### src/rtl/arith_pkg.sv
// Shared arithmetic primitives: lane width default and 1-bit half-adder functions.
// Latency: none (pure functions and constants).
// Backpressure: not applicable.
package arith_pkg;

    // Scalar half adder unless the instantiating context widens it
    localparam int HA_DEFAULT_WIDTH = 1;

    // Sum bit of a half adder: set when exactly one input is set
    function automatic logic ha_sum(input logic i_a, input logic i_b);
        return i_a ^ i_b;
    endfunction

    // Carry bit of a half adder: set only when both inputs are set
    function automatic logic ha_carry(input logic i_a, input logic i_b);
        return i_a & i_b;
    endfunction

endpackage

### src/rtl/half_adder_bit.sv
// One half-adder lane: (a,b) -> (sum,carry), no state.
// Latency: combinational, zero cycles.
// Backpressure: none; output follows input continuously.
module half_adder_bit
    import arith_pkg::*;
(
    input  logic i_a,
    input  logic i_b,
    output logic o_sum,
    output logic o_carry
);

    // Lane results straight from the shared primitive functions
    assign o_sum   = ha_sum(i_a, i_b);
    assign o_carry = ha_carry(i_a, i_b);

endmodule

### src/rtl/half_adder_pipe.sv
// WIDTH independent half-adder lanes with capture-on-valid result registers.
// Latency: 1 cycle when REG_OUT=1; sum/carry combinational when REG_OUT=0 (out_valid always registered).
// Backpressure: none; accepts a new input every cycle and holds the last result while in_valid is low.
module half_adder_pipe
    import arith_pkg::*;
#(
    parameter int WIDTH   = HA_DEFAULT_WIDTH,
    parameter bit REG_OUT = 1'b1
)
(
    input  logic             clk,
    input  logic             rst_n,
    input  logic             in_valid,
    input  logic [WIDTH-1:0] a,
    input  logic [WIDTH-1:0] b,
    output logic [WIDTH-1:0] sum,
    output logic [WIDTH-1:0] carry,
    output logic             carry_any,
    output logic             out_valid
);

    logic [WIDTH-1:0] w_sum;
    logic [WIDTH-1:0] w_carry;
    logic             w_carry_any;
    logic             r_out_valid;

    // Lanes never interact: no carry is chained from lane i to lane i+1
    for (genvar gi = 0; gi < WIDTH; gi++) begin : g_lane
        half_adder_bit u_lane (
            .i_a     (a[gi]),
            .i_b     (b[gi]),
            .o_sum   (w_sum[gi]),
            .o_carry (w_carry[gi])
        );
    end

    assign w_carry_any = |w_carry;

    // Sticky valid: set by the first capture, cleared only by reset
    always_ff @(posedge clk or negedge rst_n) begin
        if (!rst_n) begin
            r_out_valid <= 1'b0;
        end else if (in_valid) begin
            r_out_valid <= 1'b1;
        end
    end

    assign out_valid = r_out_valid;

    if (REG_OUT) begin : g_reg_out
        logic [WIDTH-1:0] r_sum;
        logic [WIDTH-1:0] r_carry;
        logic             r_carry_any;

        // Capture only on in_valid so idle-cycle garbage (including X) never reaches the registers
        always_ff @(posedge clk or negedge rst_n) begin
            if (!rst_n) begin
                r_sum       <= '0;
                r_carry     <= '0;
                r_carry_any <= 1'b0;
            end else if (in_valid) begin
                r_sum       <= w_sum;
                r_carry     <= w_carry;
                r_carry_any <= w_carry_any;
            end
        end

        assign sum       = r_sum;
        assign carry     = r_carry;
        assign carry_any = r_carry_any;
    end else begin : g_comb_out
        // Unregistered variant: results track a/b regardless of in_valid or reset
        assign sum       = w_sum;
        assign carry     = w_carry;
        assign carry_any = w_carry_any;
    end

endmodule

### config.mk
export PLATFORM = sky130hd
export DESIGN_NAME = half_adder_pipe
export DESIGN_NICKNAME = d
export VERILOG_FILES = /design/src/rtl/arith_pkg.sv /design/src/rtl/half_adder_bit.sv /design/src/rtl/half_adder_pipe.sv
export SDC_FILE = /design/constraint.sdc
export NUM_CORES = 1
export LEC_CHECK = 0
export BUFFER_PORTS_ARGS = -buffer_cell sky130_fd_sc_hd__buf_2
export CELL_PAD_IN_SITES_DETAIL_PLACEMENT = 2
export CELL_PAD_IN_SITES_GLOBAL_PLACEMENT = 2
export CORE_AREA = 2 2 39 41
export CTS_CLUSTER_SIZE = 25
export DETAILED_ROUTE_END_ITERATION = 6
export DIE_AREA = 0 0 41 43
export PLACE_DENSITY_LB_ADDON = 0.15
export RECOVER_POWER = 50
export SETUP_SLACK_MARGIN = 0.15
export SLEW_MARGIN = 0
export SYNTH_ARGS = -nofsm -noshare
export SYNTH_HDL_FRONTEND = slang
export SYNTH_SLANG_ARGS = --single-unit
### constraint.sdc
create_clock -name clk -period 0.8 [get_ports clk]
set_input_delay 0.16 -clock clk [delete_from_list [all_inputs] [get_ports clk]]
set_output_delay 0.16 -clock clk [all_outputs]
set_load 0.02 [all_outputs]
After elaboration in Yosys (flattened, before gate mapping)
Cells that the tools add are included.
{"block": "word_totals", "register_bits": 3, "word_cells": 5}
{"block": "classes", "bitwise": 2}
{"operator": "bitwise AND 1 bit", "count": 1}
{"operator": "XOR 1 bit", "count": 1}

Depth between registers and ports, before layout
Gate-level depths: netlist (run 1).
{"block": "depth", "ltp_word": 1, "ltp_mapped": 2}

Cells and area by module
A second synthesis (run 1) with hierarchy kept.
{"block": "hier_totals", "hier_cells": 8, "area_unflattened_um2": 123.9}
{"module": "half_adder_pipe", "instances": 1, "cells_each": 7, "area_each_um2": 111.4}
{"module": "half_adder_bit", "instances": 1, "cells_each": 1, "area_each_um2": 12.5}

Worst setup path before layout (run 1)
OpenSTA, ideal clock, no wires.
{"block": "synth_timing", "path_kind": "flip-flop to flip-flop", "from": "register, netlist name out_valid", "to": "register r_out_valid (netlist: out_valid)", "setup_ns": 0.127, "arrival_time_ns": 0.730, "required_time_ns": 0.673, "slack_ns": -0.058, "stages_incl_launch_ff": 2, "synth_period_minus_slack_ns": 0.858, "cell_sequence": "dfrtp_1 -> or2_2"}
{"element": "end signal: assignment", "line": "half_adder_pipe.sv:42", "text": "r_out_valid <= 1'b0;"}
{"element": "end signal: assignment", "line": "half_adder_pipe.sv:44", "text": "r_out_valid <= 1'b1;"}
{"element": "end: declaration", "line": "half_adder_pipe.sv:25", "text": "logic r_out_valid;"}

==> run metrics, run 1 <==
status complete, but fails checks; failing checks negative setup slack; Buffers on Ports 8; Non-Filler Instances 37; total iterations of the first detailed-routing run 2; Pleak 0.111 nW; Seq cells post-synth 3; measured slew at the worst slew-check pin 0.166 ns; Period minus WS final 0.937 ns; CP cell instances buf_6; Max Clock Freq 1.07 GHz; CP max-delay cell dfrtp_2; warning count from the yosys run 0; Placement Rows 14; Flop pwr share 0.338; Slew headroom 0.889; Worst setup SP type register; FFs w/ async S/R, synth 1.00; WP data arrival 0.78 ns; Clock Latency Late Sink 0.22 ns; Core ar. 1380 µm²; switch share 0.226; max-slew violations 0; buffers and inverters on the worst path 1; GRT Util Overall 0.0494; Required @ worst endpoint 0.64 ns; io pins 9; Die W 41 µm; Fillers 159; H-tree depth 1; cell family with most CP delay flip-flops; Layout area overhead 101%; Crit Path Max Fanout 3; drt drc 0; die height 43 µm; cell with the most instances after synthesis dfrtp_1; Diodes inserted 0; Clk pwr share 0.487; Post-synth top cells dfrtp_1, mux2_2, buf_4, ha_1, or2_2; cell accounting for the most synthesized area dfrtp_1; Clock Tree Buf Depth 2; die area 1760 µm²; Multi-input gate area 43.8 µm²; final period utilization 1.17; placed insts 31; fraction of the yosys area taken by sequential cells 0.606; top cells by area, synth dfrtp_1, mux2_2, ha_1; via count 109; post-synthesis area per instance 15.5 µm²; Synthesized Nets 14; Gate power share 0.174; # setup viols final 5; Reg area 77.6 µm²; Post-DRT Antenna Nets 0; final net count 28; Worst Clk Skew 0 ns; initial core utilization 0.0895; drt wl/cell 7.95 µm; total internal power 0.405 mW; TritonCTS Buffers 3; first-pass GRT wire length 483 µm; clock slew at reported path FFs 0.03 ns; worst hold margin 0.197 ns; slowest stage delay, CP 0.42 ns; DRT Wirelength 294 µm; post-synthesis cell type count 5; NetSw 0.118 mW; CTS tree yes; IR drop worst, VDD 0.829 mV; clock sinks 3; RePlAce Congestion 0.558; Post-Syn Area 124 µm²; Setup CP Type reg -> out; CP Capture Type output pin; RSZ-0062 raised after global routing yes; most common flop cell mapped by yosys dfrtp_1; worst hold path class in -> reg; Setup WS post-layout -0.137 ns; vias in the first global route 110; largest net degree at the start of global routing 4; GRT overflow 0; # Max-Cap Violations 0; vias per std cell 2.95; top cell type's share of synthesized area 0.606; DR iter-0 viols 2; final hold violations 0; clk root buf clkbuf_4; Pwr Density 2100 nW/µm²; antenna violations before repair 0; Synth Instances 8; share of cells above drive strength 1 0.762; Post-synth EDFFs 0
## cell type report
cell class,count,share of cell area
multi-input combinational,4,0.176
clock buffer,4,0.106
timing repair buffer,10,0.327
tap,16,0.0804
sequential,3,0.312
## cell families after synthesis
kind of cell	count (synthesis)	synth area share
AND/OR/NAND/NOR	1	0.0505
flip-flops	3	0.606
adder cells (fa/ha/maj)	1	0.101
multiplexers	2	0.182
buffers and inverters	1	0.0606
## cells in the final DEF, fill, tap and decap left out
cell           Yosys  final
dfrtp_1            3      1
clkbuf_1           0      2
buf_4              1      1
dlygate4sd3_1      0      1
or2_4              0      1
buf_2              0      3
clkbuf_4           0      3
dfrtp_2            0      2
ha_1               1      1
buf_6              0      4
mux2_2             2      2
## power by group through the flow
stage / registers (mW) / logic, mW / clock network, mW
after global routing: 0.179 / 0.100 / 0.299
after global placement: 0.175 / 0.0710 / 0
after CTS: 0.178 / 0.0937 / 0.270
after detailed placement: 0.176 / 0.0709 / 0
after floorplan: 0.191 / 0.0269 / 0
final: 0.177 / 0.0913 / 0.255
## what timing repair did
item | 4_1_cts | 5_1_grt
endpoints found under the hold margin | 3 | 0
hold buffers | 1 | 0
pin swaps | 1 | 0
setup buffers | 0 | 1
setup endpoints to repair | 7 | 7
resized for setup | 8 | 0
## flip-flops by register name, summed over array words and instances (netlist names)
register / cells
out_valid: 1
sum: 1
carry_any: 1
## metrics by stage
stage | worst slack [ns] | power (mW) | utilization | TNS [ns] | instance area [µm²]
floorplan | -0.0206 | 0.218 | - | -0.0466 | 129
global placement | -0.116 | 0.246 | 0.131 | -0.151 | 181
detailed placement | -0.119 | 0.247 | 0.131 | -0.161 | 181
CTS | -0.153 | 0.542 | 0.175 | -0.558 | 243
global route | -0.173 | 0.577 | 0.180 | -0.724 | 249
finish | -0.137 | 0.524 | 0.180 | -0.546 | 249
## metal layers
metal  share of wire  GRT usage  vias up
met5               0          0        -
met3           0.075     0.0628        0
li1                -          -       52
met1            0.45     0.0521       53
met2            0.48     0.0563        4
met4               0     0.0200        0
## final timing paths
| path | depth (start not counted) | slack (ns) | endpoint | start |
|---|---|---|---|---|
| max in group asynchronous | 2 | 0.35 | carry_any | rst_n |
| worst min-delay path | 2 | 0.20 | out_valid | in_valid |
| worst max-delay path | 1 | -0.14 | carry | carry_any |
| min in group asynchronous | 2 | 0.28 | sum | rst_n |
| worst max register to register | 2 | -0.05 | out_valid | out_valid |
| worst min register to register | 1 | 0.53 | sum | sum |
Note: power is estimated with default switching activity, not from simulation.
==> run 2: changes to the inputs <==
clock period = 1.2 ns   (was 0.8 ns; I/O delays follow)
==> run metrics, run 2 (synthesis results as in run 1) <==
drt drc 0 (unchanged); Non-Filler Instances 37 (unchanged); DR iter-0 viols 0 (-2); Max Clock Freq 0.984 GHz; via count 112 (+2.8%); TritonCTS Buffers 3 (unchanged); Pwr Density 1530 nW/µm² (-27%); Core ar. 1380 µm² (unchanged); placed insts 31 (unchanged); H-tree depth 1 (unchanged); share of cells above drive strength 1 0.667 (-0.0952); most frequent cells in the layout buf_2, dfrtp_1, clkbuf_4, buf_4; vias per std cell 3.03 (+2.8%); initial core utilization 0.0895 (unchanged); # setup viols final 0 (-5); Die W 41 µm (unchanged); io pins 9 (unchanged); die height 43 µm (unchanged); setup tns final 0 ns (+0.546 ns); # Max-Cap Violations 0 (unchanged); Setup CP Type reg -> out; RePlAce Congestion 0.566 (+1.5%); slowest stage delay, CP 0.38 ns (-0.04 ns); total iterations of the first detailed-routing run 1 (-1); clk root buf clkbuf_4; CP max-delay cell dfrtp_1; Required @ worst endpoint 0.96 ns (+0.32 ns); Diodes inserted 0 (unchanged); CTS tree yes; measured slew at the worst slew-check pin 0.172 ns (+0.00603 ns); CP startpoint carry_any; clock slew at reported path FFs 0.04 ns (about the same); final period utilization 0.847; clock sinks 3 (unchanged); RSZ-0062 raised after global routing yes; status completed; CP Capture Type output pin; max-slew violations 0 (unchanged); cell family with most CP delay flip-flops; GRT Util Overall 0.0563 (+0.00689); CP cell instances buf_4; IR drop worst, VDD 0.379 mV (-54%); final hold violations 0 (unchanged); GRT overflow 0 (unchanged); buffers and inverters on the worst path 1 (unchanged); Period minus WS final 1.02 ns; die area 1760 µm² (unchanged); DRT Wirelength 301 µm (+2.4%); Layout area overhead 80.8%; Buffers on Ports 8 (unchanged); WP data arrival 0.78 ns (about the same); drt wl/cell 8.14 µm (+2.4%); commonest non-fill, non-tap cell in the layout buf_2; Post-DRT Antenna Nets 0 (unchanged); vias in the first global route 126 (+15%); Placement Rows 14 (unchanged); Slew headroom 0.885 (-0.00402); Clock Tree Buf Depth 2 (unchanged); worst hold path class in -> reg; Worst Clk Skew 0 ns (unchanged); first-pass GRT wire length 517 µm (+7.0%); Crit Path Max Fanout 3 (unchanged); final net count 28 (unchanged); largest net degree at the start of global routing 4 (unchanged); hold_sp in_valid; worst hold margin 0.264 ns (+0.0673 ns); Worst setup SP type register; Tot Pwr 0.344 mW (-34%); Pleak 0.105 nW (-5.8%); antenna violations before repair 0 (unchanged); Clock Latency Late Sink 0.23 ns (about the same); Reg-to-Reg Start carry_any
## run 2: cell count changes in the layout (fill, tap and decap cells not counted)
cell / before / now
buf_2: 3 / 5
buf_4: 1 / 3
buf_6: 4 / 0
dfrtp_1: 1 / 3
dfrtp_2: 2 / 0
or2_2: 0 / 1
or2_4: 1 / 0
## run 2: worst reg2reg max path, delay by kind of cell (launching register included)
kind                   cells  cell delay (ns)
muxes                      1             0.25
buffers and inverters      1             0.13
DFF                        1             0.38
## run 2: stage by stage
stage               setup slack [ns]  utilization  cell area (µm²)
floorplan                      0.328            -              124
global placement               0.183        0.127              176
detailed placement             0.186        0.127              176
CTS                            0.165        0.154              213
global route                   0.143        0.162              224
finish                         0.184        0.162              224
## run 2: routing by layer
| metal | vias up | share of wire | global-route usage |
|---|---|---|---|
| li1 | 53 | - | - |
| met5 | - | 0 | 0 |
| met2 | 4 | 0.51 | 0.0625 |
| met3 | 0 | 0.047 | 0.0628 |
| met1 | 55 | 0.44 | 0.0484 |
| met4 | 0 | 0 | 0.0600 |
## run 2: worst paths after layout
check                      slack [ns]   endpoint  cells past startpoint
setup / recovery                 0.18      carry                      1
hold / removal                   0.26  out_valid                      2
setup reg to reg                 0.32  carry_any                      2
hold reg to reg                  0.46  out_valid                      1
max in group asynchronous        0.69        sum                      2
min in group asynchronous        0.35  carry_any                      2
## run 2: repair_timing
action	CTS	global route
hold endpoints to repair	3	0
gates resized for setup	0	2
setup endpoints to repair	0	2
setup buffers	0	1
hold buffers	1	0
## run 2: area by class of cell
type / count / area, µm²
timing repair buffer: 10 / 61.3
sequential: 3 / 75.1
clock buffer: 4 / 26.3
multi-input combinational: 4 / 41.3
fill: 166 / 1160
tap: 16 / 20.0
## run 2: where the power goes
group,switching [mW],internal [mW]
sequential,0.00479,0.110
clock,0.0490,0.124
combinational,0.0271,0.0284
==> run 3: changes to the inputs <==
ABC_AREA = 1   (was not set)
clock period = 0.9 ns   (was 1.2 ns; I/O delays follow)
==> run metrics, run 3 <==
GRT overflow 0 (unchanged); status complete, but fails checks; # Max-Cap Violations 0 (unchanged); most common flop cell mapped by yosys dfrtp_1; drt wl/cell 7.60 µm (-6.5%); failing checks negative setup slack; final net count 34 (+21%); Diodes inserted 0 (unchanged); met3 Resource Use GR 0.0314 (-0.0314); vias in the first global route 154 (+22%); total iterations of the first detailed-routing run 1 (unchanged); fin area 267 µm² (+19%); total number of cells along the worst setup path 1 (unchanged); Max Clock Freq 1.04 GHz; Worst Clk Skew 0 ns (unchanged); reg2reg path depth 4 (+2); fraction of the yosys area taken by sequential cells 0.588 (-0.0178); post-synthesis cell type count 6 (+1); Clock Latency Late Sink 0.23 ns (about the same); CP Capture Type output pin; worst hold path class in -> reg; share of cells above drive strength 1 0.519 (-0.148); Buffers on Ports 8 (unchanged); Reg area 76.3 µm² (+1.7%); initial core utilization 0.0922 (+0.00271); GR peak layer met4; first-pass GRT wire length 593 µm (+15%); worst hold margin 0.198 ns (-0.0658 ns); Seq cells post-synth 3 (unchanged); top cells by area, synth dfrtp_1, nand2_1, ha_1; clock sinks 3 (unchanged); Clock Tree Buf Depth 2 (unchanged); Setup WS post-layout -0.0656 ns (-0.249 ns); final cell utilization of the core 0.193 (+0.0307); die height 43 µm (unchanged); via count 137 (+22%); FFs w/ async S/R, synth 1.00 (unchanged); Synth Instances 13 (+5); clk root buf clkbuf_4; CP max-delay cell dfrtp_2; commonest non-fill, non-tap cell in the layout buf_6; H-tree depth 1 (unchanged); Worst setup SP type register; cell accounting for the most synthesized area dfrtp_1; CP cell instances buf_6; max-slew violations 0 (unchanged); Synthesized Nets 19 (+5); Core ar. 1380 µm² (unchanged); final hold violations 0 (unchanged); Placement Rows 14 (unchanged); clock slew at reported path FFs 0.04 ns (about the same); Fillers 169 (+1.8%); WP data arrival 0.79 ns (about the same); RSZ-0062 raised after global routing yes; die area 1760 µm² (unchanged); GRT Util Overall 0.0573 (+0.00101); DR iter-0 viols 0 (unchanged); most frequent cells in the layout buf_6, nand2_1, clkbuf_4, buf_2; buffers and inverters on the worst path 1 (unchanged); post-placement cell area 181 µm² (+2.8%); antenna violations before repair 0 (unchanged); Multi-input gate area 43.8 µm² (+6.1%); measured slew at the worst slew-check pin 0.179 ns (+0.00628 ns); Period minus WS final 0.966 ns; Pwr Density 1840 nW/µm² (+20%); Required @ worst endpoint 0.72 ns (-0.24 ns); Post-synth EDFFs 0 (unchanged); warning count from the yosys run 0 (unchanged); CTS tree yes; Post-synth top cells nand2_1, dfrtp_1; cell with the most instances after synthesis nand2_1; Setup CP Type reg -> out; post-synthesis area per instance 9.82 µm² (-37%); GR Util met2 0.0656 (+0.00313); cell family with most CP delay flip-flops; largest net degree at the start of global routing 5 (+1); GRT met1 Usage 0.0581 (+0.00968); Die W 41 µm (unchanged); # setup viols final 4 (+4); Post-DRT Antenna Nets 0 (unchanged); Post-Syn Area 128 µm² (+3.0%); drt drc 0 (unchanged); slowest stage delay, CP 0.42 ns (+0.04 ns); IR drop worst, VDD 0.269 mV (-29%); DRT Wirelength 327 µm (+8.6%); Layout area overhead 109%; RePlAce Congestion 0.559 (-1.4%); io pins 9 (unchanged); Crit Path Max Fanout 3 (unchanged); TritonCTS Buffers 3 (unchanged); vias per std cell 3.19 (+5.3%); top cell type's share of synthesized area 0.588 (-0.0178); Slew headroom 0.881 (-0.00419); Pleak 0.132 nW (+27%); worst hold stages 2 (unchanged); final period utilization 1.07
[run 3: cell types whose count changed after synthesis, sizes merged]
| cell | delta |
|---|---|
| mux2 | -2 |
| nand2 | +6 |
| inv | +1 |
[run 3: logic make-up (layout without fill, tap and decap cells)]
kind of cell,Yosys count,after routing,synth area share
AND/OR/NAND/NOR,7,7,0.226
buffers and inverters,2,16,0.0882
flip-flops,3,3,0.588
adder cells (fa/ha/maj),1,1,0.0980
[run 3: repair_timing]
action | CTS | global route
setup buffers | 1 | 1
hold buffers | 1 | 0
endpoints found under the hold margin | 3 | 0
resized for setup | 8 | 3
pin swaps | 0 | 2
setup endpoints to repair | 4 | 5
[run 3: where the power goes]
part	leakage, nW	total [mW]	switching (mW)	internal [mW]
Clock	0.0150	0.239	0.0728	0.166
Combinational	0.0849	0.0973	0.0404	0.0570
Sequential	0.0326	0.154	0.00860	0.145
Total	0.132	0.490	0.122	0.369
[run 3: area by class of cell]
class / instances / share of cell area
tap: 16 / 0.0751
multi-input combinational: 8 / 0.164
clock buffer: 4 / 0.0986
inverter: 1 / 0.0141
timing repair buffer: 11 / 0.362
sequential: 3 / 0.286
[run 3: worst reg2reg max path, stage by stage (launching register included)]
cell and delay [ns]:
dfrtp_1 0.39, buf_6 0.12, buf_6 0.10, nand2_2 0.04
nand2_1 0.04
[run 3: worst paths after layout]
path	slack [ns]	start	to
setup reg to reg	0.10	sum	sum
hold reg to reg	0.48	out_valid	out_valid
max in group asynchronous	0.43	rst_n	carry_any
min in group asynchronous	0.29	rst_n	sum
hold / removal	0.20	in_valid	out_valid
setup / recovery	-0.07	carry_any	carry_any
[run 3: metal layers]
metal	wire [µm]	share of wire	vias to the layer above
met1	134	0.41	61
met5	0	0	-
met3	25	0.076	2
li1	-	-	65
met2	150	0.46	9
met4	17	0.052	0
[run 3: per-stage QoR]
step	setup TNS [ns]	worst slack [ns]	power (mW)	cells
finish	-0.192	-0.0656	0.490	43
global route	-0.319	-0.0963	0.529	43
CTS	-0.210	-0.0753	0.482	42
detailed placement	0	0.0994	0.208	36
global placement	0	0.106	0.208	36
floorplan	0	0.131	0.187	13
